### config.mk
export PLATFORM = sky130hd
export DESIGN_NAME = convolution_procesor_control
export DESIGN_NICKNAME = d
export VERILOG_FILES = /design/src/rtl/convolution_procesor_pkg.sv /design/src/rtl/convolution_procesor_gateAND.sv /design/src/rtl/convolution_procesor_control.sv
export SDC_FILE = /design/constraint.sdc
export NUM_CORES = 1
export LEC_CHECK = 0
export ABC_CLOCK_PERIOD_IN_PS = 3160
export CORE_MARGIN = 5
export CORE_UTILIZATION = 35
export CTS_CLUSTER_SIZE = 25
export DETAILED_ROUTE_END_ITERATION = 8
export PLACE_DENSITY_LB_ADDON = 0.2
export REMOVE_ABC_BUFFERS = 1
export SYNTH_ARGS = -nofsm -noshare
export SYNTH_HDL_FRONTEND = slang
export SYNTH_SLANG_ARGS = --single-unit
### constraint.sdc
create_clock -name clk -period 3.16 [get_ports clk]
set_input_delay 0.474 -clock clk [delete_from_list [all_inputs] [get_ports clk]]
set_output_delay 0.474 -clock clk [all_outputs]
set_load 0.01 [all_outputs]
### src/rtl/convolution_procesor_pkg.sv
// convolution_procesor_pkg: shared FSM states and default address width
package convolution_procesor_pkg;
  localparam int ADDR_WIDTH_DEF = 5;
  typedef enum logic [2:0] {IDLE, CLEAR, READ, DRAIN, WRITE, DONE} state_t;
endpackage

### src/rtl/convolution_procesor_gateAND.sv
// convolution_procesor_gateAND: combines the two range flags into one valid
module convolution_procesor_gateAND (
  input  logic a,
  input  logic b,
  output logic y
);
  assign y = a & b;
endmodule

### src/rtl/convolution_procesor_control.sv
// convolution_procesor_control: sequences X/Y reads, MAC and Z writes for 1-D convolution
module convolution_procesor_control
  import convolution_procesor_pkg::*;
#(
  parameter int ADDR_WIDTH = ADDR_WIDTH_DEF
) (
  input  logic                  clk,
  input  logic                  rst_n,
  input  logic                  start,
  input  logic [ADDR_WIDTH-1:0] sizeX,
  input  logic [ADDR_WIDTH-1:0] sizeY,
  output logic [ADDR_WIDTH-1:0] memX_addr,
  output logic [ADDR_WIDTH-1:0] memY_addr,
  output logic [ADDR_WIDTH:0]   memZ_addr,
  output logic                  memZ_we,
  output logic                  acc_clr,
  output logic                  acc_en,
  output logic                  busy,
  output logic                  done
);
  localparam int W = ADDR_WIDTH + 2;
  state_t state;
  logic [ADDR_WIDTH-1:0] sx, sy, i;
  logic [ADDR_WIDTH:0] k;
  logic signed [W-1:0] diff;
  logic [W-1:0] k_last;
  logic lo_ok, hi_ok, in_range, pair_valid;
  assign diff = $signed({1'b0, k}) - $signed({2'b00, i});
  assign lo_ok = !diff[W-1];
  assign hi_ok = diff < $signed({2'b00, sy});
  assign k_last = W'(sx) + W'(sy) - W'(2);
  convolution_procesor_gateAND u_and (.a(lo_ok), .b(hi_ok), .y(in_range));
  assign pair_valid = (state == READ) && in_range;
  assign memX_addr = i;
  assign memY_addr = diff[ADDR_WIDTH-1:0];
  assign memZ_addr = k;
  assign memZ_we = state == WRITE;
  assign acc_clr = state == CLEAR;
  assign busy = state != IDLE;
  assign done = state == DONE;
  // acc_en is the pair flag delayed one cycle to line up with memory read data
  always_ff @(posedge clk or negedge rst_n) begin
    if (!rst_n) begin
      state <= IDLE;
      sx <= '0;
      sy <= '0;
      i <= '0;
      k <= '0;
      acc_en <= 1'b0;
    end else begin
      acc_en <= pair_valid;
      case (state)
        IDLE: if (start) begin
          sx <= sizeX;
          sy <= sizeY;
          k <= '0;
          state <= (sizeX == '0 || sizeY == '0) ? DONE : CLEAR;
        end
        CLEAR: begin
          i <= '0;
          state <= READ;
        end
        READ: begin
          i <= i + ADDR_WIDTH'(1);
          if (i == sx - ADDR_WIDTH'(1)) state <= DRAIN;
        end
        DRAIN: state <= WRITE;
        WRITE: if (W'(k) == k_last) state <= DONE;
        else begin
          k <= k + 1'b1;
          state <= CLEAR;
        end
        DONE: state <= IDLE;
        default: state <= IDLE;
      endcase
    end
  end
endmodule

==> flow_summary.json, run 1 <==
{
  "cts-root-buf": "clkbuf_8",
  "synth_area_per_cell_um2": 8.98,
  "hold_path.class": "flop to flop",
  "finalSetupViolCount": 0,
  "slew-limit-headroom_pct": 57.7,
  "ys_top_cells_by_area": "dfrtp_1, ha_1, inv_1",
  "grt_pass1_vias": 1594,
  "min_period_over_period_pct": 95.0,
  "leakage_nw": 1.00,
  "async_flop_share_pct": 100,
  "path_cells": "ha_1 -> inv_1 -> fa_1 -> a21o_1 -> a21oi_2 -> xnor2_1 -> clkdlybuf4s50_1",
  "port_buffers": 33,
  "ys_ff_latch": 25,
  "dp_hpwl_mm": 3.58,
  "die_h_um": 83.1,
  "reg2reg_from": "memX_addr[0]$_DFFE_PN0P_",
  "critical_path.startpoint": "memX_addr[0]$_DFFE_PN0P_",
  "n_fill_cell": 541,
  "drt_wl_total_mm": 4.46,
  "post-synth-top-area-cell": "dfrtp_1",
  "syn-cell-area_um2": 1870,
  "avgViaCountPerCell": 4.89,
  "crit_fanout": 7,
  "critPathCaptureType": "output port",
  "core-area_um2": 5140,
  "max_stage_delay_ns": 0.57,
  "slowest_stage": "clkdlybuf4s50_1",
  "n_antenna_cell": 0,
  "grt_pass1_wl_mm": 7.60,
  "yosysSeqAreaShare_pct": 33.5,
  "worstSkewPairLatency_ns": 0.27,
  "post_cts_resized": 0,
  "drv_slew": 0,
  "htreeDepth": 1,
  "post-synth-top-count-cell": "inv_1",
  "yosysWarnings": 0,
  "required_ns": 2.69,
  "antenna_found_initial": 0,
  "die_width_um": 83.1,
  "arrival_ns": 2.53,
  "critPathLaunchType": "flop",
  "period_minus_slack_ns": 3.00,
  "clock_skew_ns": 0.00803,
  "fmax_mhz": 333,
  "cts_hold_buf": 0,
  "cts_tree": "yes",
  "row_count": 26,
  "maxCapViolCount": 0,
  "syn_inst": 208,
  "routabilityCongestion": 0.827,
  "cts_setup_buffers": 0,
  "final.setup.tns_ns": 0,
  "synth_edf_count": 0,
  "power.total_mw": 2.57,
  "syn2layout_area_growth_pct": 25.7,
  "reg2regPathDepth": 9,
  "path_class": "flop to output port",
  "min_path_cells": 1,
  "dr.pass1.iters": 4,
  "synth_top_area_share_pct": 33.5,
  "synthTopCellsByCount": "inv_1, dfrtp_1, nand2_1, ha_1, o21ai_0",
  "status": "finished clean",
  "cts_buffers": 3,
  "drc": 0,
  "drive_gt1_share_pct": 5.28,
  "clock_sinks": 25,
  "synth_top_flop_cell": "dfrtp_1",
  "path_clk_slew_ns": 0.09,
  "rsz0062_at_grt": "no",
  "hold_slack_ns": 0.555,
  "die-area_um2": 6900,
  "dr.first_iter.drc_count": 25,
  "cts_max_path_buffers": 2,
  "p_per_area_nw_per_um2": 1090,
  "io_pins": 34,
  "grt_use_total_pct": 13.5,
  "ant_nets": 0,
  "grt_max_degree": 26,
  "min_from": "memZ_addr[0]$_DFFE_PN0P_",
  "vdd_drop_max_uv": 404,
  "wl_per_cell_um": 14.1,
  "num_vias": 1545,
  "hold_violations": 0,
  "worstMarginPinSlew_ns": 0.618,
  "synth_cell_types": 40,
  "initial_core_util_pct": 36.3,
  "fin_nets": 283,
  "grt-ovfl-total": 0
}
## worst paths after layout
path / end / slack, ns
worst max-delay path: memY_addr[4] / 0.16
worst max register to register: acc_en$_DFF_PN0_ / 0.26
min in group asynchronous: memZ_addr[1]$_DFFE_PN0P_ / 0.56
worst min register to register: memZ_addr[0]$_DFFE_PN0P_ / 0.55
worst min-delay path: memZ_addr[0]$_DFFE_PN0P_ / 0.55
max in group asynchronous: memZ_addr[0]$_DFFE_PN0P_ / 2.32
## cell families (layout without fill, tap and decap cells)
logic type | count (synthesis) | in the layout | synth area share, %
fa+ha+maj | 23 | 23 | 16.2
flops | 25 | 25 | 33.5
xor+xnor | 16 | 16 | 7.50
simple gates | 65 | 65 | 17.8
compound gates | 41 | 41 | 14.6
buf+inv | 30 | 68 | 6.03
mux | 8 | 8 | 4.42
## state kept, by name (all words and copies together) (netlist names)
register   cells
sy             5
memX_addr      5
memZ_addr      6
sx             5
acc_en         1
state          3
## per-layer routing
metal / track usage, % / up-vias / part of all wire, % / wire length (µm)
met2: 21.8 / 34 / 45 / 1990
li1: - / 797 / - / -
met1: 18.1 / 705 / 50 / 2210
met3: 2.48 / 9 / 4.1 / 181
met5: 0 / - / 0 / 0
met4: 4.46 / 0 / 1.7 / 76
## area by class of cell
class | count | area, µm² | share of cell area, %
Multi-Input combinational cell | 153 | 1130 | 48.3
Sequential cell | 25 | 627 | 26.7
Timing Repair Buffer | 35 | 345 | 14.7
Inverter | 29 | 109 | 4.64
Tap cell | 70 | 87.6 | 3.73
Clock buffer | 4 | 45.0 | 1.92
## metrics by stage
stage | worst slack (ns) | area [µm²] | cells | util, %
5_1_grt | 0.0181 | 2350 | 316 | 45.7
2_1_floorplan | 0.635 | 1860 | 207 | -
3_5_place_dp | 0.332 | 2300 | 312 | 44.7
6_report | 0.157 | 2350 | 316 | 45.7
3_3_place_gp | 0.336 | 2300 | 312 | 44.7
4_1_cts | 0.0731 | 2340 | 316 | 45.6
## power breakdown
group | leakage, nW | internal [mW] | switching (mW)
sequential | 0.324 | 0.431 | 0.124
clock | 0.0228 | 0.0903 | 0.105
combinational | 0.656 | 0.867 | 0.948
## layout by cell type, fill, tap and decap left out, types with 2 or more instances in the layout
master,n
a21oi_1,6
xnor2_1,12
dfrtp_1,24
o21ai_0,18
ha_1,21
mux2_2,2
xor2_1,4
nor3_1,4
fa_1,2
clkbuf_8,3
or3_1,4
buf_4,2
nand3_1,4
nor2_1,8
o22ai_1,2
o21ai_1,2
a21o_1,2
nor3b_1,2
or4_1,3
a211oi_1,2
mux2i_1,6
clkdlybuf4s50_1,33
nor2b_1,6
nand4_1,2
inv_1,28
nand3b_1,2
a21oi_2,2
nand2_1,24
## worst max-delay path: cells and delay by family (launching register included)
| family | cells | cell delay [ns] |
|---|---|---|
| compound gates | 2 | 0.35 |
| xor+xnor | 1 | 0.17 |
| buf+inv | 2 | 0.62 |
| fa+ha+maj | 2 | 0.61 |
| flops | 1 | 0.51 |
(Power assumes the default switching activity.)
==> run 2, diff against run 1 <==
CORE_UTILIZATION = 53   (was 35)
==> flow_summary.json, run 2 (synthesized netlist as in run 1, its figures left out) <==
{
  "status": "finished clean",
  "dr.pass1.iters": 6,
  "path_class": "flop to output port",
  "vdd_drop_max_uv": 554,
  "drive_gt1_share_pct": 5.31,
  "layout_common_cells": "clkdlybuf4s50_1, inv_1, nand2_1, dfrtp_1, ha_1",
  "endpoint": "memY_addr[3]",
  "cts_hold_buf": 0,
  "r2r_slack_ns": 0.39,
  "rsz0062_at_grt": "no",
  "port_buffers": 33,
  "finalSetupViolCount": 0,
  "largest_reg_flops": 6,
  "fin_nets": 282,
  "htreeDepth": 1,
  "hold_slack_ns": 0.491,
  "place_area_um2": 2260,
  "fmax_mhz": 339,
  "avgViaCountPerCell": 5.41,
  "leakage_nw": 0.999,
  "grt_pass1_vias": 1531,
  "die-area_um2": 4810,
  "n_antenna_cell": 0,
  "drv_slew": 0,
  "dr.first_iter.drc_count": 84,
  "drc": 0,
  "clock_skew_ns": 0.0148,
  "multi_input_area_um2": 1130,
  "die_h_um": 69.4,
  "row_count": 21,
  "path_clk_slew_ns": 0.15,
  "grt_pass1_wl_mm": 7.38,
  "antenna_found_initial": 0,
  "grt_max_degree": 26,
  "power.total_mw": 2.52,
  "reg2reg_from": "sx[2]$_DFFE_PN0P_",
  "mostFrequentLayoutCell": "clkdlybuf4s50_1",
  "io_pins": 34,
  "hold_violations": 0,
  "dp_hpwl_mm": 3.38,
  "p_per_area_nw_per_um2": 1100,
  "hold_path.class": "input port to async pin",
  "core-area_um2": 3360,
  "ant_nets": 0,
  "worstMarginPinSlew_ns": 0.529,
  "num_vias": 1573,
  "grt-ovfl-total": 0,
  "final.setup.tns_ns": 0,
  "crit_fanout": 5,
  "grt_use_total_pct": 18.4,
  "critical_path.startpoint": "memX_addr[1]$_DFFE_PN0P_",
  "arrival_ns": 2.48,
  "routabilityCongestion": 0.847,
  "drt_wl_total_mm": 4.29,
  "cts_buffers": 3,
  "critPathLaunchType": "flop",
  "critPathCaptureType": "output port",
  "regArea_um2": 628,
  "slew-limit-headroom_pct": 63.8,
  "cts_tree": "yes",
  "n_fill_cell": 308,
  "syn2layout_area_growth_pct": 22.8,
  "r2r-end": "memZ_addr[2]$_DFFE_PN0P_",
  "worstSkewPairLatency_ns": 0.33,
  "clock_sinks": 25,
  "reg2regPathDepth": 10,
  "initial_core_util_pct": 55.5,
  "cts_max_path_buffers": 2,
  "finalInstanceArea_um2": 2290,
  "wl_per_cell_um": 14.8,
  "cts-root-buf": "clkbuf_4",
  "die_width_um": 69.4,
  "period_minus_slack_ns": 2.95,
  "required_ns": 2.69,
  "min_period_over_period_pct": 93.3,
  "maxCapViolCount": 0
}
[run 2: cell count changes in the layout (fill, tap and decap cells not counted), sizes merged]
cell           before  now
buf                 2    1
clkdlybuf4s50      33   32
dlymetal6s2s        0    1
[run 2: repair_timing]
action / CTS / global route
buffers inserted: 0 / 0
gates resized for setup: 0 / 5
setup endpoints to repair: 0 / 2
[run 2: worst min path at each step]
stage | slack, ns | cells past startpoint | start | to
global route | 0.54 | 2 | rst_n | sx[2]$_DFFE_PN0P_
detailed placement | 0.53 | 1 | sy[0]$_DFFE_PN0P_ | sy[0]$_DFFE_PN0P_
global placement | 0.52 | 1 | state[0]$_DFFE_PN0P_ | state[0]$_DFFE_PN0P_
finish | 0.49 | 2 | rst_n | sx[2]$_DFFE_PN0P_
CTS | 0.51 | 2 | rst_n | sx[2]$_DFFE_PN0P_
floorplan | 0.18 | 0 | rst_n | acc_en$_DFF_PN0_
[run 2: area by class of cell]
cell class | instances | share of cell area [%]
flip-flops and latches | 25 | 27.4
repair buffers | 34 | 14.8
multi-input cells | 153 | 49.4
well taps | 46 | 2.51
clock buffers | 4 | 1.15
inverters | 29 | 4.74
[run 2: per-layer routing]
metal | up-vias | routed length, µm | part of all wire (%) | track usage [%]
met3 | 2 | 232 | 5.4 | 2.46
met4 | 0 | 12 | 0.28 | 3.25
met2 | 39 | 2030 | 47 | 30.5
met1 | 737 | 2020 | 47 | 25.8
li1 | 795 | - | - | -
met5 | - | 0 | 0 | 0
[run 2: through the flow]
stage | worst slack, ns | util, % | instances
2_1_floorplan | 0.635 | - | 207
3_3_place_gp | 0.435 | 67.2 | 287
3_5_place_dp | 0.388 | 67.2 | 287
4_1_cts | 0.0186 | 68.0 | 291
5_1_grt | 0.0565 | 68.2 | 291
6_report | 0.210 | 68.2 | 291
[run 2: worst max-delay path, cell delays in order (launching register included)]
cell and delay, ns:
dfrtp_1 0.45, inv_1 0.13, ha_1 0.30, nor2b_1 0.12, o21ai_1 0.19, nor2b_1 0.19, xnor2_1 0.17, clkdlybuf4s50_1 0.59
[run 2: power breakdown]
group	internal (mW)	leakage, nW	switching, mW
logic	0.866	0.661	0.939
registers	0.431	0.322	0.132
clock network	0.0495	0.0150	0.100
total	1.35	0.999	1.17
==> run 3, diff against run 2 <==
CTS_CLUSTER_DIAMETER = 200   (was not set)
GPL_ROUTABILITY_DRIVEN = 0   (was not set)
==> results of run 3 <==
No change in the layout: final DEF, timing and power equal those of run 2.
